`src/rtl/regfile_dump_reader.sv`:
```
// Register-file readback initiator: walks an address range through one read port and
// streams {addr, data} snapshots over valid/ready with a running XOR checksum.
module regfile_dump_reader #(
   parameter int unsigned ADDR_W = 5,
   parameter int unsigned DATA_W = 32
) (
   input  logic              clk,
   input  logic              rst_n,
   input  logic              start,
   input  logic [ADDR_W-1:0] first_reg,
   input  logic [ADDR_W-1:0] last_reg,
   output logic [ADDR_W-1:0] rd_addr,
   input  logic [DATA_W-1:0] rd_data,
   output logic              out_valid,
   input  logic              out_ready,
   output logic [ADDR_W-1:0] out_addr,
   output logic [DATA_W-1:0] out_data,
   output logic              out_last,
   output logic              busy,
   output logic              done,
   output logic              range_err,
   output logic [DATA_W-1:0] checksum
);

   typedef enum logic [1:0] {
      S_IDLE,
      S_FETCH,
      S_SEND,
      S_DONE
   } state_t;

   state_t            state_q, state_d;
   logic [ADDR_W-1:0] cur_q, cur_d;
   logic [ADDR_W-1:0] end_q, end_d;
   logic [ADDR_W-1:0] out_addr_q, out_addr_d;
   logic [DATA_W-1:0] out_data_q, out_data_d;
   logic              out_valid_q, out_valid_d;
   logic              out_last_q, out_last_d;
   logic              range_err_q, range_err_d;
   logic [DATA_W-1:0] checksum_q, checksum_d;

   always_comb begin
      state_d     = state_q;
      cur_d       = cur_q;
      end_d       = end_q;
      out_addr_d  = out_addr_q;
      out_data_d  = out_data_q;
      out_valid_d = out_valid_q;
      out_last_d  = out_last_q;
      range_err_d = 1'b0;
      checksum_d  = checksum_q;

      case (state_q)
         S_IDLE: begin
            if (start) begin
               if (first_reg <= last_reg) begin
                  cur_d      = first_reg;
                  end_d      = last_reg;
                  checksum_d = '0;
                  state_d    = S_FETCH;
               end else begin
                  range_err_d = 1'b1;
               end
            end
         end
         S_FETCH: begin
            out_data_d  = rd_data;
            out_addr_d  = cur_q;
            out_last_d  = (cur_q == end_q);
            out_valid_d = 1'b1;
            state_d     = S_SEND;
         end
         S_SEND: begin
            if (out_ready) begin
               checksum_d  = checksum_q ^ out_data_q;
               out_valid_d = 1'b0;
               // Compare before increment so last_reg at the top of the range never wraps cur.
               if (cur_q == end_q) begin
                  state_d = S_DONE;
               end else begin
                  cur_d   = cur_q + 1'b1;
                  state_d = S_FETCH;
               end
            end
         end
         S_DONE: begin
            state_d = S_IDLE;
         end
         default: begin
            state_d = S_IDLE;
         end
      endcase
   end

   always_ff @(posedge clk) begin
      if (!rst_n) begin
         state_q     <= S_IDLE;
         cur_q       <= '0;
         end_q       <= '0;
         out_addr_q  <= '0;
         out_data_q  <= '0;
         out_valid_q <= 1'b0;
         out_last_q  <= 1'b0;
         range_err_q <= 1'b0;
         checksum_q  <= '0;
      end else begin
         state_q     <= state_d;
         cur_q       <= cur_d;
         end_q       <= end_d;
         out_addr_q  <= out_addr_d;
         out_data_q  <= out_data_d;
         out_valid_q <= out_valid_d;
         out_last_q  <= out_last_d;
         range_err_q <= range_err_d;
         checksum_q  <= checksum_d;
      end
   end

   assign rd_addr   = (state_q == S_FETCH) ? cur_q : '0;
   assign out_valid = out_valid_q;
   assign out_addr  = out_addr_q;
   assign out_data  = out_data_q;
   assign out_last  = out_last_q;
   assign busy      = (state_q == S_FETCH) || (state_q == S_SEND);
   assign done      = (state_q == S_DONE);
   assign range_err = range_err_q;
   assign checksum  = checksum_q;

endmodule

```
`config.mk`:
```
export PLATFORM = sky130hd
export DESIGN_NAME = regfile_dump_reader
export DESIGN_NICKNAME = d
export VERILOG_FILES = /design/src/rtl/regfile_dump_reader.sv
export SDC_FILE = /design/constraint.sdc
export NUM_CORES = 1
export LEC_CHECK = 0
export BUFFER_PORTS_ARGS = -buffer_cell sky130_fd_sc_hd__buf_2
export CAP_MARGIN = 40
export CORE_ASPECT_RATIO = 1.25
export CORE_UTILIZATION = 50
export CTS_CLUSTER_DIAMETER = 50
export DETAILED_ROUTE_END_ITERATION = 8
export PLACE_DENSITY = 0.8
export SLEW_MARGIN = 40
export SYNTH_ARGS = -nofsm -noshare
export SYNTH_HDL_FRONTEND = slang
export SYNTH_SLANG_ARGS = --single-unit
```
`constraint.sdc`:
```
create_clock -name clk -period 2.3 [get_ports clk]
set_clock_uncertainty 0.2 [all_clocks]
set_input_delay 0.115 -clock clk [delete_from_list [all_inputs] [get_ports clk]]
set_output_delay 0.115 -clock clk [all_outputs]
set_load 0.05 [all_outputs]
```
# Word-level counts from Yosys, hierarchy flattened
# Index checks and enable logic that the tools add are counted.
[word_totals]
wordCells = 48
mem_bits_rw = 0
romBits = 0
latchBits = 0
memories = 0
register_bits = 84
out_inout_bits = 79
inputBits = 46
[classes]
multipliers = 0
eq_ne = 8
n_reduce_logical = 10
bitwise_logic = 1
div_mod_pow = 0
shifts = 0
n_addsub = 1
order_cmp = 1
muxes = 18
[op_table]
columns = ["cell", "n"]
rows = [
  ["$mux W32", 3],
  ["$pmux W32 S2", 1],
  ["$xor A32 B32 Y32", 1],
  ["$mux W5", 5],
  ["$pmux W5 S2", 1],
  ["$reduce_and A3 Y1", 3],
  ["$mux W2", 4],
  ["$ne A2 B2 Y1 const B", 4],
  ["$pmux W2 S4", 1],
  ["$add A5 B1 Y5 const B", 1],
  ["$eq A5 B5 Y1", 1],
  ["$le A5 B5 Y1", 1],
  ["$reduce_and A5 Y1", 1],
  ["$eq A2 B2 Y1 const B", 2],
  ["$reduce_and A4 Y1", 1],
  ["$reduce_bool A2 Y1", 2],
  ["$eq A2 B1 Y1 const B", 1],
  ["$logic_not A2 Y1", 1],
  ["$mux W1", 2],
  ["$pmux W1 S2", 1],
  ["$reduce_and A2 Y1", 1],
  ["$logic_or A1 B1 Y1", 1],
]

# Depth between registers and ports, before layout
[depth]
word_depth = 4
ltp_mapped = 10
ltp_nobuf = 8

# Least setup slack after synthesis
# No wires, ideal clock.
[synth_timing]
path_kind = "register to register"
start = "register state_q[0]"
end = "register checksum_q[22] (netlist: checksum[22])"
path_stages_with_launch = 10
path_slack_ps = 304
required_time_ps = 1986
path_buffers = 1
setup_time_ps = 114
synth_period_minus_slack_ps = 1996
t_arrival_ps = 1682
path_cell_list = "dfxtp_1 -> inv_1 -> ha_1 -> nand2_1 -> o32ai_1 -> a21oi_2 -> o21ai_2 -> buf_2 -> o21ai_1 -> a21o_1"
[synth_via]
elab_chain_cells = 3
word_cells_on_any_way = 8
classes_between = "eq/ne: 4; mux: 1; reduce/logical: 3"
[synth_lines]
columns = ["item", "line", "text"]
rows = [
  ["from (decl)", "32", "state_t state_q, state_d;"],
  ["from (signal assigned)", "107", "state_q <= state_d;"],
  ["$eq A2 B2 Y1 or $logic_not A2 Y1 (tied branches)", "53", "case (state_q)"],
  ["$ne A2 B2 Y1 (no line) or $reduce_bool A2 Y1 (tied branches)", "--", ""],
  ["$reduce_and A4 Y1 (no line)", "--", ""],
  ["to (signal assigned)", "115", "checksum_q <= checksum_d;"],
  ["to (decl)", "40", "logic [DATA_W-1:0] checksum_q, checksum_d;"],
]
# Several ways; a longest one is shown, not always the timed one.
# A chain may end at the register's enable or synchronous reset.

# Worst setup path in the final report
[layout_timing]
start = "register state_q[1]"
end = "register checksum_q[13] (netlist: checksum[13])"
# The elaborated chain is that of the path after synthesis.

==> impl_metrics.json <==
{
  "status": "finished, final reports clean",
  "viasPerCell": 5.24,
  "synth_nets": 443,
  "synth_warnings": 0,
  "grt_usage_pct": 25.7,
  "rsz0062_at_grt": "false",
  "synth_top_area_share_pct": 46.1,
  "antenna_found_initial": 0,
  "fin_util_pct": 71.7,
  "core-area_um2": 7020,
  "clkLatencyLatePin_ns": 0.35,
  "synth_edf_count": 0,
  "cp_max_fo": 28,
  "numCtsBuffers": 9,
  "fmax_ghz": 0.463,
  "worst_setup_path_start_kind": "flip-flop",
  "grt_pass1_vias": 3362,
  "r2r_cells": 9,
  "grt_pass1_wl_um": 15400,
  "ios": 125,
  "drc_errors": 0,
  "hp-class": "in2reg",
  "cts_tree": "done",
  "path_clk_slew_ns": 0.08,
  "ys_types": 40,
  "drv_slew": 0,
  "cp.arrival_ns": 2.20,
  "fin_crit_ns": 2.16,
  "totalPowerFinal_uw": 5490,
  "place.gp.congestion": 0.883,
  "wl_per_cell_um": 14.6,
  "row_count": 34,
  "synth_area_leader_cell": "dfxtp_1",
  "syn_to_final_growth_pct": 37.8,
  "tightestPinTransition_ns": 0.696,
  "synth_seq_area_share_pct": 46.1,
  "hold_depth": 4,
  "cp.required_ns": 2.34,
  "synthTopCellsByArea": "dfxtp_1 (46%), mux2i_1 (10%), a21o_1 (5.8%), nor3b_1 (5.8%), nor2_1 (5.3%)",
  "hold_viol": 0,
  "detail-route-antenna-nets": 0,
  "dp_hpwl_um": 6000,
  "die_h_um": 97.5,
  "htree_levels": 3,
  "grt_max_degree": 57,
  "syn_inst": 386,
  "die_w_um": 78.4,
  "p_per_area_nw_per_um2": 1090,
  "antenna_cells": 0,
  "syn_avg_cell_area_um2": 9.46,
  "vias": 3394,
  "drtPass1Iterations": 4,
  "root_buffer": "clkbuf_8",
  "synth-main-ff-cell": "dfxtp_1",
  "report.final.setup_viol": 0,
  "setup.worst_path.class": "reg2reg",
  "endpoint_kind": "flip-flop",
  "hold_ws_ns": 0.00312,
  "async_flop_share_pct": 0,
  "fin_nets": 610,
  "relSlewSlack_pct": 53.5,
  "initial_utilization_pct": 52.0,
  "clock_path_buffers": 2,
  "dieArea_um2": 7650,
  "drive_above_1_share_pct": 28.5,
  "tns_ns": 0,
  "synth_area_um2": 3650,
  "fin_crit_sh_pct": 93.9,
  "grt-ovfl-total": 0,
  "ys_ff_latch": 84,
  "p_leak_uw": 0.00251,
  "io_buffers": 124,
  "peakVddDrop_mv": 0.683,
  "wl_um": 9490,
  "initialDrtViolationCount": 175,
  "maxCapViolations": 0,
  "cts.sinks": 84
}
[kinds of logic (layout without fill, tap and decap cells)]
| kind of cell | count (synthesis) | count (layout) | synth area share [%] |
|---|---|---|---|
| compound gates | 101 | 101 | 17.9 |
| xor+xnor | 5 | 5 | 1.20 |
| fa+ha+maj | 11 | 11 | 3.77 |
| buf+inv | 33 | 205 | 4.59 |
| flops | 84 | 84 | 46.1 |
| mux | 38 | 38 | 10.4 |
| simple gates | 114 | 114 | 16.0 |
[flip-flops by register name, indices dropped and copies added, names as in the netlist, 2 cells and up]
name / cells
checksum: 32
cur_q: 5
end_q: 5
out_addr: 5
out_data: 32
state_q: 2
[power breakdown]
part | leakage (uW) | internal [uW] | total (uW) | switching (uW)
sequential | 0.000683 | 1700 | 1920 | 229
combinational | 0.00172 | 799 | 2380 | 1590
clock | 0.000106 | 646 | 1180 | 532
[per-stage QoR]
step | instances | cell area [um2] | setup WS (ns)
2_1_floorplan | 386 | 3650 | 0.304
3_3_place_gp | 587 | 4350 | 0.151
3_5_place_dp | 587 | 4350 | 0.0482
4_1_cts | 645 | 4990 | 0.0329
5_1_grt | 648 | 5030 | 0.00941
6_report | 648 | 5030 | 0.140
[cell usage in the layout, fill, tap and decap left out, drive strengths merged, types with 6 or more instances in the layout]
cell / instances
dfxtp: 84
a21oi: 17
nor3b: 28
ha: 11
o21ai: 35
dlygate4sd3: 44
clkbuf: 11
nor2: 52
a21o: 28
nand2: 12
inv: 12
nand3: 6
buf: 133
mux2i: 38
[critical path, cell delays in order, from the launching register on]
cell	delay, ns
dfxtp_1	0.36
inv_1	0.12
ha_2	0.23
nand2_1	0.10
o32ai_2	0.24
a21oi_2	0.11
o21ai_2	0.20
buf_12	0.20
o21ai_0	0.11
a21o_1	0.18
[what timing repair did]
item | in CTS | in global routing
hold buffers | 42 | 2
endpoints found under the hold margin | 43 | 1
gates resized for setup | 0 | 3
setup endpoints to repair | 0 | 29
buffers inserted | 0 | 1
[Yosys cell counts, types with 2 or more instances]
| library cell | n |
|---|---|
| xnor2_1 | 5 |
| nor2_1 | 52 |
| a21o_1 | 28 |
| nand3_1 | 6 |
| o21ai_0 | 20 |
| and2_1 | 5 |
| mux2i_1 | 38 |
| buf_2 | 6 |
| inv_1 | 10 |
| a31oi_1 | 4 |
| buf_6 | 4 |
| a21oi_1 | 16 |
| o21ai_1 | 12 |
| nor3b_1 | 28 |
| clkbuf_2 | 2 |
| clkbuf_1 | 8 |
| a211oi_1 | 2 |
| o21ai_2 | 3 |
| o21a_1 | 4 |
| o31ai_1 | 3 |
| nand2b_1 | 5 |
| and3_1 | 3 |
| nand2_1 | 11 |
| dfxtp_1 | 84 |
| nor3_1 | 2 |
| ha_1 | 11 |
[final cells by class]
type / instances / area [um2]
inverters: 12 / 45.0
clock inverters: 5 / 83.8
repair buffers: 177 / 1150
fillers: 553 / 1990
flip-flops and latches: 84 / 1680
clock buffers: 11 / 141
well taps: 90 / 113
multi-input cells: 269 / 1810
[worst paths after layout]
kind | slack, ns | start | endpoint
max reg2reg | 0.14 | state_q[1] | checksum[13]
min | 0.003 | first_reg[0] | cur_q[0]
min reg2reg | 0.27 | checksum[28] | checksum[28]
max | 0.14 | state_q[1] | checksum[13]
[metal layers]
metal	vias up	track usage [%]	routed length, um
li1	1682	-	-
met1	1572	28.6	3910
met2	119	45.4	4830
met3	21	6.20	498
met4	0	11.8	259
met5	-	0	0
Note: power is estimated with default switching activity, not from simulation.
